## src/rtl/plic_claim_ctrl.sv

```systemverilog
// -----------------------------------------------------------------------------
// plic_claim_ctrl
//
// Interrupt gateway, priority arbiter and claim/complete sequencer. It sits
// between the peripheral IRQ wires and the core's machine-external interrupt
// input.
//
// Each source k (IDs 1..IRQ_CNT) has a gateway that moves IDLE -> PENDING ->
// IN_SERVICE -> IDLE. ID 0 is reserved and means "no interrupt". The arbiter
// looks only at sources that are PENDING, enabled and have a non-zero
// priority. It picks the highest priority, and on a tie the lowest ID wins.
// The result is registered every cycle. irq_o is raised when the registered
// winner's priority is strictly above the threshold.
//
// Optional feature (compile-time macro):
//   PLIC_EDGE_TRIGGER_EN  defined   : a 0->1 edge of irq_i in IDLE sets
//                                     PENDING. A held-high level does not
//                                     re-pend after complete.
//                         undefined : level mode. irq_i=1 in IDLE sets
//                                     PENDING. No extra input register.
//
// Ports:
//   clk            core clock; all state changes on the rising edge
//   reset_n        asynchronous active-low reset
//   irq_i          raw source requests, bit k = source k
//   ie_i           per-source enable, bit k = source k
//   cfg_we_i       configuration write strobe
//   cfg_addr_i     0 = threshold, k = priority of source k, others ignored
//   cfg_data_i     configuration write data
//   claim_i        one-cycle claim strobe from the CSR/trap unit
//   claim_id_o     claimed ID, valid the cycle after claim_i, held until the
//                  next claim
//   complete_i     one-cycle completion strobe
//   complete_id_i  ID being completed
//   irq_o          external interrupt request to the core (registered)
// -----------------------------------------------------------------------------
module plic_claim_ctrl #(
    parameter  int IRQ_CNT = 8,
    parameter  int PRIO_W  = 3,
    localparam int ID_W    = $clog2(IRQ_CNT + 1)
) (
    input  logic               clk,
    input  logic               reset_n,
    input  logic [IRQ_CNT:1]   irq_i,
    input  logic [IRQ_CNT:1]   ie_i,
    input  logic               cfg_we_i,
    input  logic [ID_W-1:0]    cfg_addr_i,
    input  logic [PRIO_W-1:0]  cfg_data_i,
    input  logic               claim_i,
    output logic [ID_W-1:0]    claim_id_o,
    input  logic               complete_i,
    input  logic [ID_W-1:0]    complete_id_i,
    output logic               irq_o
);

    typedef enum logic [1:0] {
        GW_IDLE       = 2'd0,
        GW_PENDING    = 2'd1,
        GW_IN_SERVICE = 2'd2
    } gw_state_e;

    gw_state_e          gw_state_r [1:IRQ_CNT];
    logic [PRIO_W-1:0]  prio_r     [1:IRQ_CNT];
    logic [PRIO_W-1:0]  thr_r;
    logic [ID_W-1:0]    best_id_r;
    logic [PRIO_W-1:0]  best_prio_r;
    logic               valid_r;
    logic               irq_r;
    logic [ID_W-1:0]    claim_id_r;

    logic [IRQ_CNT:1]   req_s;
    logic               arb_found_s;
    logic [ID_W-1:0]    arb_id_s;
    logic [PRIO_W-1:0]  arb_prio_s;
    logic               claim_take_s;
    logic               thr_we_s;
    logic [PRIO_W-1:0]  thr_nxt_s;
    logic               valid_nxt_s;
    logic [PRIO_W-1:0]  best_prio_nxt_s;
    logic               irq_nxt_s;

`ifdef PLIC_EDGE_TRIGGER_EN
    logic [IRQ_CNT:1]   irq_prev_r;

    // Previous request level, used to detect rising edges.
    always_ff @(posedge clk or negedge reset_n) begin
        if (!reset_n) begin
            irq_prev_r <= '0;
        end else begin
            irq_prev_r <= irq_i;
        end
    end

    assign req_s = irq_i & ~irq_prev_r;
`else
    assign req_s = irq_i;
`endif

    // A claim is honoured only while the request line is actually up. In the
    // cycle after a claim irq_r is low, so a back-to-back claim returns 0.
    assign claim_take_s = claim_i & irq_r;
    assign thr_we_s     = cfg_we_i & (cfg_addr_i == '0);

    // Priority arbiter. The comparison is strict, so on equal priority the
    // lowest ID stays the winner. Because the running maximum starts at 0,
    // a source with priority 0 can never win.
    always_comb begin
        arb_found_s = 1'b0;
        arb_id_s    = '0;
        arb_prio_s  = '0;
        for (int k = 1; k <= IRQ_CNT; k++) begin
            if ((gw_state_r[k] == GW_PENDING) && ie_i[k] && (prio_r[k] > arb_prio_s)) begin
                arb_found_s = 1'b1;
                arb_id_s    = ID_W'(k);
                arb_prio_s  = prio_r[k];
            end else begin
                arb_found_s = arb_found_s;
            end
        end
    end

    // Next values of the arbiter result registers and the threshold. irq_r is
    // computed from these so that irq_o is a flop but keeps the same timing
    // as a function of the registered state.
    always_comb begin
        if (claim_take_s) begin
            valid_nxt_s     = 1'b0;
            best_prio_nxt_s = best_prio_r;
        end else begin
            valid_nxt_s     = arb_found_s;
            best_prio_nxt_s = arb_prio_s;
        end
        if (thr_we_s) begin
            thr_nxt_s = cfg_data_i;
        end else begin
            thr_nxt_s = thr_r;
        end
        irq_nxt_s = valid_nxt_s && (best_prio_nxt_s > thr_nxt_s);
    end

    // Per-source gateway state machines.
    always_ff @(posedge clk or negedge reset_n) begin
        if (!reset_n) begin
            for (int k = 1; k <= IRQ_CNT; k++) begin
                gw_state_r[k] <= GW_IDLE;
            end
        end else begin
            for (int k = 1; k <= IRQ_CNT; k++) begin
                case (gw_state_r[k])
                    GW_IDLE: begin
                        if (req_s[k]) begin
                            gw_state_r[k] <= GW_PENDING;
                        end else begin
                            gw_state_r[k] <= GW_IDLE;
                        end
                    end
                    GW_PENDING: begin
                        if (claim_take_s && (best_id_r == ID_W'(k))) begin
                            gw_state_r[k] <= GW_IN_SERVICE;
                        end else begin
                            gw_state_r[k] <= GW_PENDING;
                        end
                    end
                    GW_IN_SERVICE: begin
                        if (complete_i && (complete_id_i == ID_W'(k))) begin
                            gw_state_r[k] <= GW_IDLE;
                        end else begin
                            gw_state_r[k] <= GW_IN_SERVICE;
                        end
                    end
                    default: begin
                        gw_state_r[k] <= GW_IDLE;
                    end
                endcase
            end
        end
    end

    // Configuration registers. Writes to out-of-range addresses fall through
    // without matching any register.
    always_ff @(posedge clk or negedge reset_n) begin
        if (!reset_n) begin
            thr_r <= '0;
            for (int k = 1; k <= IRQ_CNT; k++) begin
                prio_r[k] <= '0;
            end
        end else begin
            thr_r <= thr_nxt_s;
            for (int k = 1; k <= IRQ_CNT; k++) begin
                if (cfg_we_i && (cfg_addr_i == ID_W'(k))) begin
                    prio_r[k] <= cfg_data_i;
                end else begin
                    prio_r[k] <= prio_r[k];
                end
            end
        end
    end

    // Registered arbiter result. A successful claim invalidates it for one
    // cycle so the claimed source is never offered twice.
    always_ff @(posedge clk or negedge reset_n) begin
        if (!reset_n) begin
            valid_r     <= 1'b0;
            best_id_r   <= '0;
            best_prio_r <= '0;
            irq_r       <= 1'b0;
        end else begin
            valid_r <= valid_nxt_s;
            irq_r   <= irq_nxt_s;
            if (claim_take_s) begin
                best_id_r   <= best_id_r;
                best_prio_r <= best_prio_r;
            end else begin
                best_id_r   <= arb_id_s;
                best_prio_r <= arb_prio_s;
            end
        end
    end

    // Claim response. It is updated on every claim strobe and otherwise held.
    always_ff @(posedge clk or negedge reset_n) begin
        if (!reset_n) begin
            claim_id_r <= '0;
        end else if (claim_i) begin
            claim_id_r <= claim_take_s ? best_id_r : '0;
        end else begin
            claim_id_r <= claim_id_r;
        end
    end

    assign irq_o      = irq_r;
    assign claim_id_o = claim_id_r;

    plic_claim_ctrl_chk #(
        .IRQ_CNT (IRQ_CNT),
        .ID_W    (ID_W)
    ) u_chk (
        .clk        (clk),
        .reset_n    (reset_n),
        .irq        (irq_r),
        .valid      (valid_r),
        .best_id    (best_id_r),
        .claim_id   (claim_id_r)
    );

endmodule

// -----------------------------------------------------------------------------
// plic_claim_ctrl_chk
//
// Structural invariants of plic_claim_ctrl. This module contains only
// assertions and produces no outputs.
//
// Ports:
//   clk, reset_n   clock and asynchronous active-low reset of the controller
//   irq            registered interrupt request
//   valid          arbiter result valid flag
//   best_id        registered winning ID
//   claim_id       registered claim response
// -----------------------------------------------------------------------------
module plic_claim_ctrl_chk #(
    parameter int IRQ_CNT = 8,
    parameter int ID_W    = 4
) (
    input logic            clk,
    input logic            reset_n,
    input logic            irq,
    input logic            valid,
    input logic [ID_W-1:0] best_id,
    input logic [ID_W-1:0] claim_id
);

    a_irq_needs_valid: assert property (@(posedge clk) disable iff (!reset_n)
        irq |-> valid);

    a_best_id_range: assert property (@(posedge clk) disable iff (!reset_n)
        valid |-> ((best_id != '0) && (best_id <= ID_W'(IRQ_CNT))));

    a_claim_id_range: assert property (@(posedge clk) disable iff (!reset_n)
        claim_id <= ID_W'(IRQ_CNT));

endmodule

```

## config.mk

```make
export PLATFORM = sky130hd
export DESIGN_NAME = plic_claim_ctrl
export DESIGN_NICKNAME = d
export VERILOG_FILES = /design/src/rtl/plic_claim_ctrl.sv
export SDC_FILE = /design/constraint.sdc
export NUM_CORES = 1
export LEC_CHECK = 0
export BUFFER_PORTS_ARGS = -buffer_cell sky130_fd_sc_hd__buf_2
export CAP_MARGIN = 10
export CORE_ASPECT_RATIO = 0.5
export CORE_UTILIZATION = 44
export CTS_CLUSTER_SIZE = 8
export DETAILED_ROUTE_END_ITERATION = 8
export PLACE_DENSITY = 0.73
export SYNTH_ARGS = -nofsm -noshare
export SYNTH_HDL_FRONTEND = slang
export SYNTH_HIERARCHICAL = 1
export SYNTH_SLANG_ARGS = --single-unit
```

## constraint.sdc

```tcl
create_clock -name clk -period 9.9 [get_ports clk]
set_input_delay 1.485 -clock clk [delete_from_list [all_inputs] [get_ports clk]]
set_output_delay 1.485 -clock clk [all_outputs]
set_load 0.01 [all_outputs]
```

==> results of run 1 <==
[worst min path at each step]
stage,startpoint,to,slack [ns],cells after the start
finish,gw_state_r[3],gw_state_r[2],0.44,1
global route,gw_state_r[3],gw_state_r[2],0.46,1
CTS,gw_state_r[3],gw_state_r[2],0.44,1
detailed placement,gw_state_r[3],gw_state_r[2],0.44,1
global placement,gw_state_r[3],gw_state_r[2],0.43,1
floorplan,gw_state_r[3],gw_state_r[2],0.41,1
[metal layers]
metal / wire, um / share of wire / up-vias / GRT usage
li1: - / - / 1371 / -
met1: 4250 / 0.47 / 1450 / 0.3170
met2: 3896 / 0.43 / 111 / 0.3448
met3: 653 / 0.073 / 21 / 0.06372
met4: 196 / 0.022 / 0 / 0.05640
met5: 0 / 0 / - / 0
[power breakdown]
part           switching, mW  leakage [nW]  internal (mW)
combinational          0.419          1.21          0.432
clock                 0.0771        0.0759          0.118
sequential            0.0571         0.666          0.285
total                  0.553          1.95          0.835
[sequential cells by signal, indices dropped and copies added, names as in the netlist]
register	count
thr_r	3
claim_id_o	4
gw_state_r	16
best_prio_r	3
prio_r	24
best_id_r	4
irq_o	1
[synthesized netlist by cell type, types with 5 or more instances]
cell type and number:
a21oi_1 11, a311oi_1 7, and2_1 5, and3_1 6, dfrtp_1 55, ha_1 15
inv_1 31, mux2_2 27, mux2i_1 5, nand2_1 35, nand3_1 8, nand3b_1 7
nor2_1 28, nor3b_1 7, o21ai_0 28
[cell type report]
class | count | share of cell area
Multi-Input combinational cell | 252 | 0.4907
Tap cell | 92 | 0.02676
Timing Repair Buffer | 68 | 0.09773
Inverter | 31 | 0.02705
Sequential cell | 55 | 0.3200
Clock inverter | 2 | 0.008726
Clock buffer | 5 | 0.02909
[through the flow]
step,utilization,worst slack [ns],power (mW)
6_report,0.6155,-0.4673,1.389
5_1_grt,0.6155,-0.7876,1.480
4_1_cts,0.5884,-0.4161,1.250
3_5_place_dp,0.5587,-0.7385,1.019
3_3_place_gp,0.5587,-0.4849,0.9824
2_1_floorplan,-,-0.4747,0.8262
[cells by family (layout without fill, tap and decap cells)]
group | after synthesis | after routing | share of synthesized area
and+or+nand+nor | 115 | 115 | 0.1761
AOI/OAI and AO/OA | 82 | 82 | 0.1701
DFF | 55 | 55 | 0.4148
muxes | 37 | 37 | 0.1312
buffers and inverters | 35 | 106 | 0.04223
adders and majority gates | 18 | 18 | 0.06561
[repair_timing]
item / 4_1_cts / 5_1_grt
pin swaps: 2 / 22
setup buffers: 2 / 11
gates cloned: 0 / 0
resized for setup: 7 / 22
endpoints found under the setup margin: 1 / 8
==> impl_metrics.py, run 1 <==
metrics = {
    "routing": {
        "first_pass_iters": 7,
        "vias_per_cell": 5.848,
        "routed-via-count": 2953,
        "drt-total-wl_mm": 8.997,
        "wl_per_cell_um": 17.82,
        "drc": 6,
        "drt-initial-drc-count": 296,
        "ant_nets": 0,
    },
    "clocking": {
        "clock-sinks": 55,
        "clkLatencyLatePin_ns": 0.29,
        "clockBufferDepth": 2,
        "cts_root_buf": "clkbuf_16",
        "numCtsBuffers": 5,
        "htreeDepth": 2,
        "hold_buffers": 0,
        "path_clk_slew_ns": 0.07,
        "cts_tree": "built",
    },
    "cells_and_area": {
        "layout-drive-gt1-share": 0.3777,
        "layout_commonest_cell": "dfrtp_1",
        "fin_cells": 505,
        "syn_to_final_growth_pct": 29.64,
        "final_cell_mix": "55 x dfrtp_1, 36 x buf_2, 32 x nand2_1, 32 x buf_4, 30 x inv_1",
        "antenna_cells": 0,
        "nNetsFinal": 460,
        "fin_area_sq_um": 4302,
        "fillers": 527,
        "regArea_sq_um": 1376,
        "multi_input_area_sq_um": 2111,
    },
    "critical_path": {
        "cpMostUsedCell": "ha_4",
        "crit_cells": 46,
        "rr_startpoint": "gw_state_r[15]",
        "worst_r2r_endpoint": "irq_o",
        "path_delay_family": "adder cells",
        "crit_buf_inv": 2,
        "slowest_stage": "mux2_4",
        "max_stage_delay_ns": 0.37,
        "critPathMaxFanout": 4,
        "startpoint_type": "input pin",
        "endpoint": "irq_o",
        "critPathLaunch": "ie_i[1]",
        "critPathArrivalTime_ns": 10.54,
        "critPathKind": "input pin to flip-flop",
        "r2r_cells": 45,
        "crit_required_ns": 10.07,
        "worstSetupEndpointType": "flip-flop",
        "rrSetupSlack_ns": 0.38,
    },
    "logic_synthesis": {
        "synth_cell_types": 53,
        "synth_area_sq_um": 3318,
        "synth_cells": 342,
        "ys_ff_latch": 55,
        "ys.flop_type": "dfrtp_1",
        "async_reset_ff_frac": 1.000,
        "yosysWarnings": 6,
        "synth_seq_area_share": 0.4148,
        "synth_area_leaders": "dfrtp_1 41%, mux2_2 9.2%, ha_1 5.7%, o21ai_0 4.2%, nand2_1 4.0%",
        "synth-edff-count": 0,
        "syn-num-nets": 389,
        "syn_area_per_cell_sq_um": 9.702,
        "synth_top_area_frac": 0.4148,
        "synth_top_cell_by_area": "dfrtp_1",
    },
    "sta": {
        "hold-worst-slack_ns": 0.4389,
        "rsz0062_at_grt": "true",
        "min_period_ns": 10.37,
        "finalSetupTns_ns": -0.4673,
        "finalHoldViolations": 0,
        "finalClockSkew_ns": 0.006511,
        "setup_ws_ns": -0.4673,
        "setup_viol": 1,
        "finalMaxSlewViolations": 0,
        "slew-limit-headroom": 0.2955,
        "period_share": 1.047,
        "worst_slew_pin_slew_ns": 1.054,
        "timing.fmax_ghz": 0.09646,
    },
    "outcome": {
        "status": "finished with violations",
        "violations": "DRC, setup timing",
    },
    "power": {
        "p_leak_nw": 1.952,
        "peakVddDrop_mv": 0.1444,
        "cellPowerDensity_nw_per_um2": 322.8,
    },
    "placement": {
        "hpwlAfterDp_mm": 6.271,
        "gp_congestion": 0.9270,
        "post-place-cells": 485,
        "port_buffers": 36,
        "place_area_sq_um": 3905,
    },
    "die": {
        "die_h_um": 63.41,
        "start_util": 0.4748,
        "core-area_sq_um": 6989,
        "ios": 37,
        "die_w_um": 124.8,
        "die_area_sq_um": 7914,
        "num_rows": 21,
    },
    "global_routing": {
        "grt_pass1_vias": 2874,
        "grt_pass1_wl_mm": 14.01,
        "grt_start_max_net_pins": 56,
        "grt_use_total": 0.2261,
        "grt_antenna_before_repair": 0,
        "grt-ovfl-total": 0,
    },
    "run": {
        "cap_violations": 0,
    },
    "worst_hold_path": {
        "hp-class": "flip-flop to flip-flop",
    },
}
Power figures use the tool's default switching activity.
==> run 2, diff against run 1 <==
--- a/config.mk
+++ b/config.mk
@@ -7,11 +7,11 @@
 export LEC_CHECK = 0
 export BUFFER_PORTS_ARGS = -buffer_cell sky130_fd_sc_hd__buf_2
 export CAP_MARGIN = 10
-export CORE_ASPECT_RATIO = 0.5
 export CORE_UTILIZATION = 44
 export CTS_CLUSTER_SIZE = 8
 export DETAILED_ROUTE_END_ITERATION = 8
 export PLACE_DENSITY = 0.73
+export RECOVER_POWER = 100
 export SYNTH_ARGS = -nofsm -noshare
 export SYNTH_HDL_FRONTEND = slang
 export SYNTH_HIERARCHICAL = 1
==> run 2 against run 1 <==
Net effect:
- the flow finishes with violations (capacitance limit, slew limit, setup timing)
- register-to-register slack gained 0.13 ns
- clock skew grew 0.0042 ns
- count of clock-buffer cells in the layout did not move
- non-clock buffer count is 12 higher
- setup slack better by 0.18 ns
- via count is 0.34% lower
- final cell count grew 3.8%
- cell area increased by 1.9%
- die area fell by 0.27%
- global-route usage up 0.83 points
- largest power group unchanged
- highest routed layer unchanged
==> impl_metrics.py, run 2 (same netlist as run 1, synthesis figures left out) <==
metrics = {
    "outcome": {
        "status": "finished with violations",
        "violations": "capacitance limit, slew limit, setup timing",
    },
    "clocking": {
        "clockBufferDepth": 2,
        "clock-sinks": 55,
        "clkLatencyLatePin_ns": 0.31,
        "cts_root_buf": "clkbuf_8",
        "htreeDepth": 2,
        "numCtsBuffers": 5,
        "cts_tree": "built",
        "path_clk_slew_ns": 0.10,
    },
    "global_routing": {
        "grt-ovfl-total": 0,
        "grt_pass1_wl_mm": 13.80,
        "grt_use_total": 0.2345,
        "grt_start_max_net_pins": 56,
        "grt_pass1_vias": 2906,
        "grt_antenna_before_repair": 0,
    },
    "power": {
        "p_leak_nw": 1.963,
        "peakVddDrop_mv": 0.2463,
        "cellPowerDensity_nw_per_um2": 320.0,
    },
    "sta": {
        "worst_slew_pin_slew_ns": 2.948,
        "finalMaxSlewViolations": 56,
        "setup_ws_ns": -0.2853,
        "min_period_ns": 10.19,
        "finalHoldViolations": 0,
        "timing.fmax_ghz": 0.09818,
        "period_share": 1.029,
        "slew-limit-headroom": -0.9651,
        "hold-worst-slack_ns": 0.4512,
        "finalSetupTns_ns": -0.5284,
        "finalClockSkew_ns": 0.01067,
        "setup_viol": 2,
        "rsz0062_at_grt": "true",
    },
    "critical_path": {
        "critPathKind": "input pin to flip-flop",
        "path_delay_family": "adder cells",
        "worstSetupEndpointType": "flip-flop",
        "crit_required_ns": 10.11,
        "critPathMaxFanout": 4,
        "startpoint_type": "input pin",
        "slowest_stage": "a211oi_4",
        "crit_buf_inv": 8,
        "critPathArrivalTime_ns": 10.39,
        "cpMostUsedCell": "ha_4",
        "max_stage_delay_ns": 0.35,
    },
    "die": {
        "die_w_um": 88.84,
        "core-area_sq_um": 7253,
        "num_rows": 31,
        "start_util": 0.4575,
        "die_area_sq_um": 7893,
        "die_h_um": 88.84,
        "ios": 37,
    },
    "cells_and_area": {
        "nNetsFinal": 472,
        "layout-drive-gt1-share": 0.3906,
        "fin_util": 0.6046,
        "antenna_cells": 0,
        "reg_top3": "prio_r x24, gw_state_r x16",
        "largest_reg_flops": 24,
        "syn_to_final_growth_pct": 32.16,
        "fillers": 637,
        "layout_commonest_cell": "dfrtp_1",
        "final_cell_mix": "55 x dfrtp_1, 42 x buf_4, 31 x nand2_1",
        "top_register": "prio_r",
    },
    "run": {
        "cap_violations": 1,
    },
    "placement": {
        "gp_congestion": 0.9160,
        "hpwlAfterDp_mm": 6.056,
        "port_buffers": 36,
    },
    "routing": {
        "drt-total-wl_mm": 8.460,
        "drt-initial-drc-count": 163,
        "first_pass_iters": 5,
        "routed-via-count": 2943,
        "vias_per_cell": 5.616,
        "drc": 0,
        "ant_nets": 0,
        "wl_per_cell_um": 16.15,
    },
    "worst_hold_path": {
        "hp-class": "flip-flop to flip-flop",
    },
}
run 2: changes by cell type in the layout (fill, tap and decap cells not counted), sizes merged:
cell	delta
buf	+4
clkbuf	+8
run 2: layout make-up:
class	count	area, sq um	share of cell area
clock inverter	2	37.54	0.008559
clock buffer	5	68.82	0.01569
inverter	31	116.4	0.02653
tap	99	123.9	0.02825
sequential	55	1376	0.3138
timing repair buffer	80	501.7	0.1144
multi-input combinational	252	2161	0.4927
run 2: metal layers:
layer | global-route usage | share of wire
met3 | 0.03451 | 0.033
met4 | 0.1070 | 0.034
met5 | 0 | 0
met1 | 0.2857 | 0.43
met2 | 0.4105 | 0.50
run 2: worst paths after layout:
path	from	endpoint	slack [ns]	depth (start not counted)
max reg2reg	gw_state_r[15]	best_prio_r[2]	0.51	46
max in group asynchronous	reset_n	gw_state_r[11]	6.02	2
max	ie_i[1]	best_prio_r[2]	-0.29	47
min reg2reg	gw_state_r[13]	gw_state_r[12]	0.45	1
min	gw_state_r[13]	gw_state_r[12]	0.45	1
min in group asynchronous	reset_n	prio_r[13]	2.20	2
run 2: timing repair:
item / CTS / global route
resized for setup: 26 / 14
pin swaps: 32 / 28
endpoints found under the setup margin: 1 / 3
setup buffers: 15 / 7
hold buffers: 0 / 0
run 2: power by group:
part / total [mW] / internal (mW) / leakage [nW] / switching (mW)
clock: 0.147 / 0.0740 / 0.0502 / 0.0732
combinational: 0.916 / 0.488 / 1.25 / 0.428
sequential: 0.341 / 0.285 / 0.666 / 0.0558
total: 1.40 / 0.847 / 1.96 / 0.557
run 2: per-stage QoR:
step	total power, mW	cell area [sq um]	cells	setup WS (ns)
after floorplan	0.8262	3491	342	-0.4747
after global placement	0.9998	3936	495	-0.4246
after detailed placement	1.034	3936	495	-0.6601
after CTS	1.322	4269	517	-0.1113
after global routing	1.498	4385	524	-0.5597
final	1.403	4385	524	-0.2853
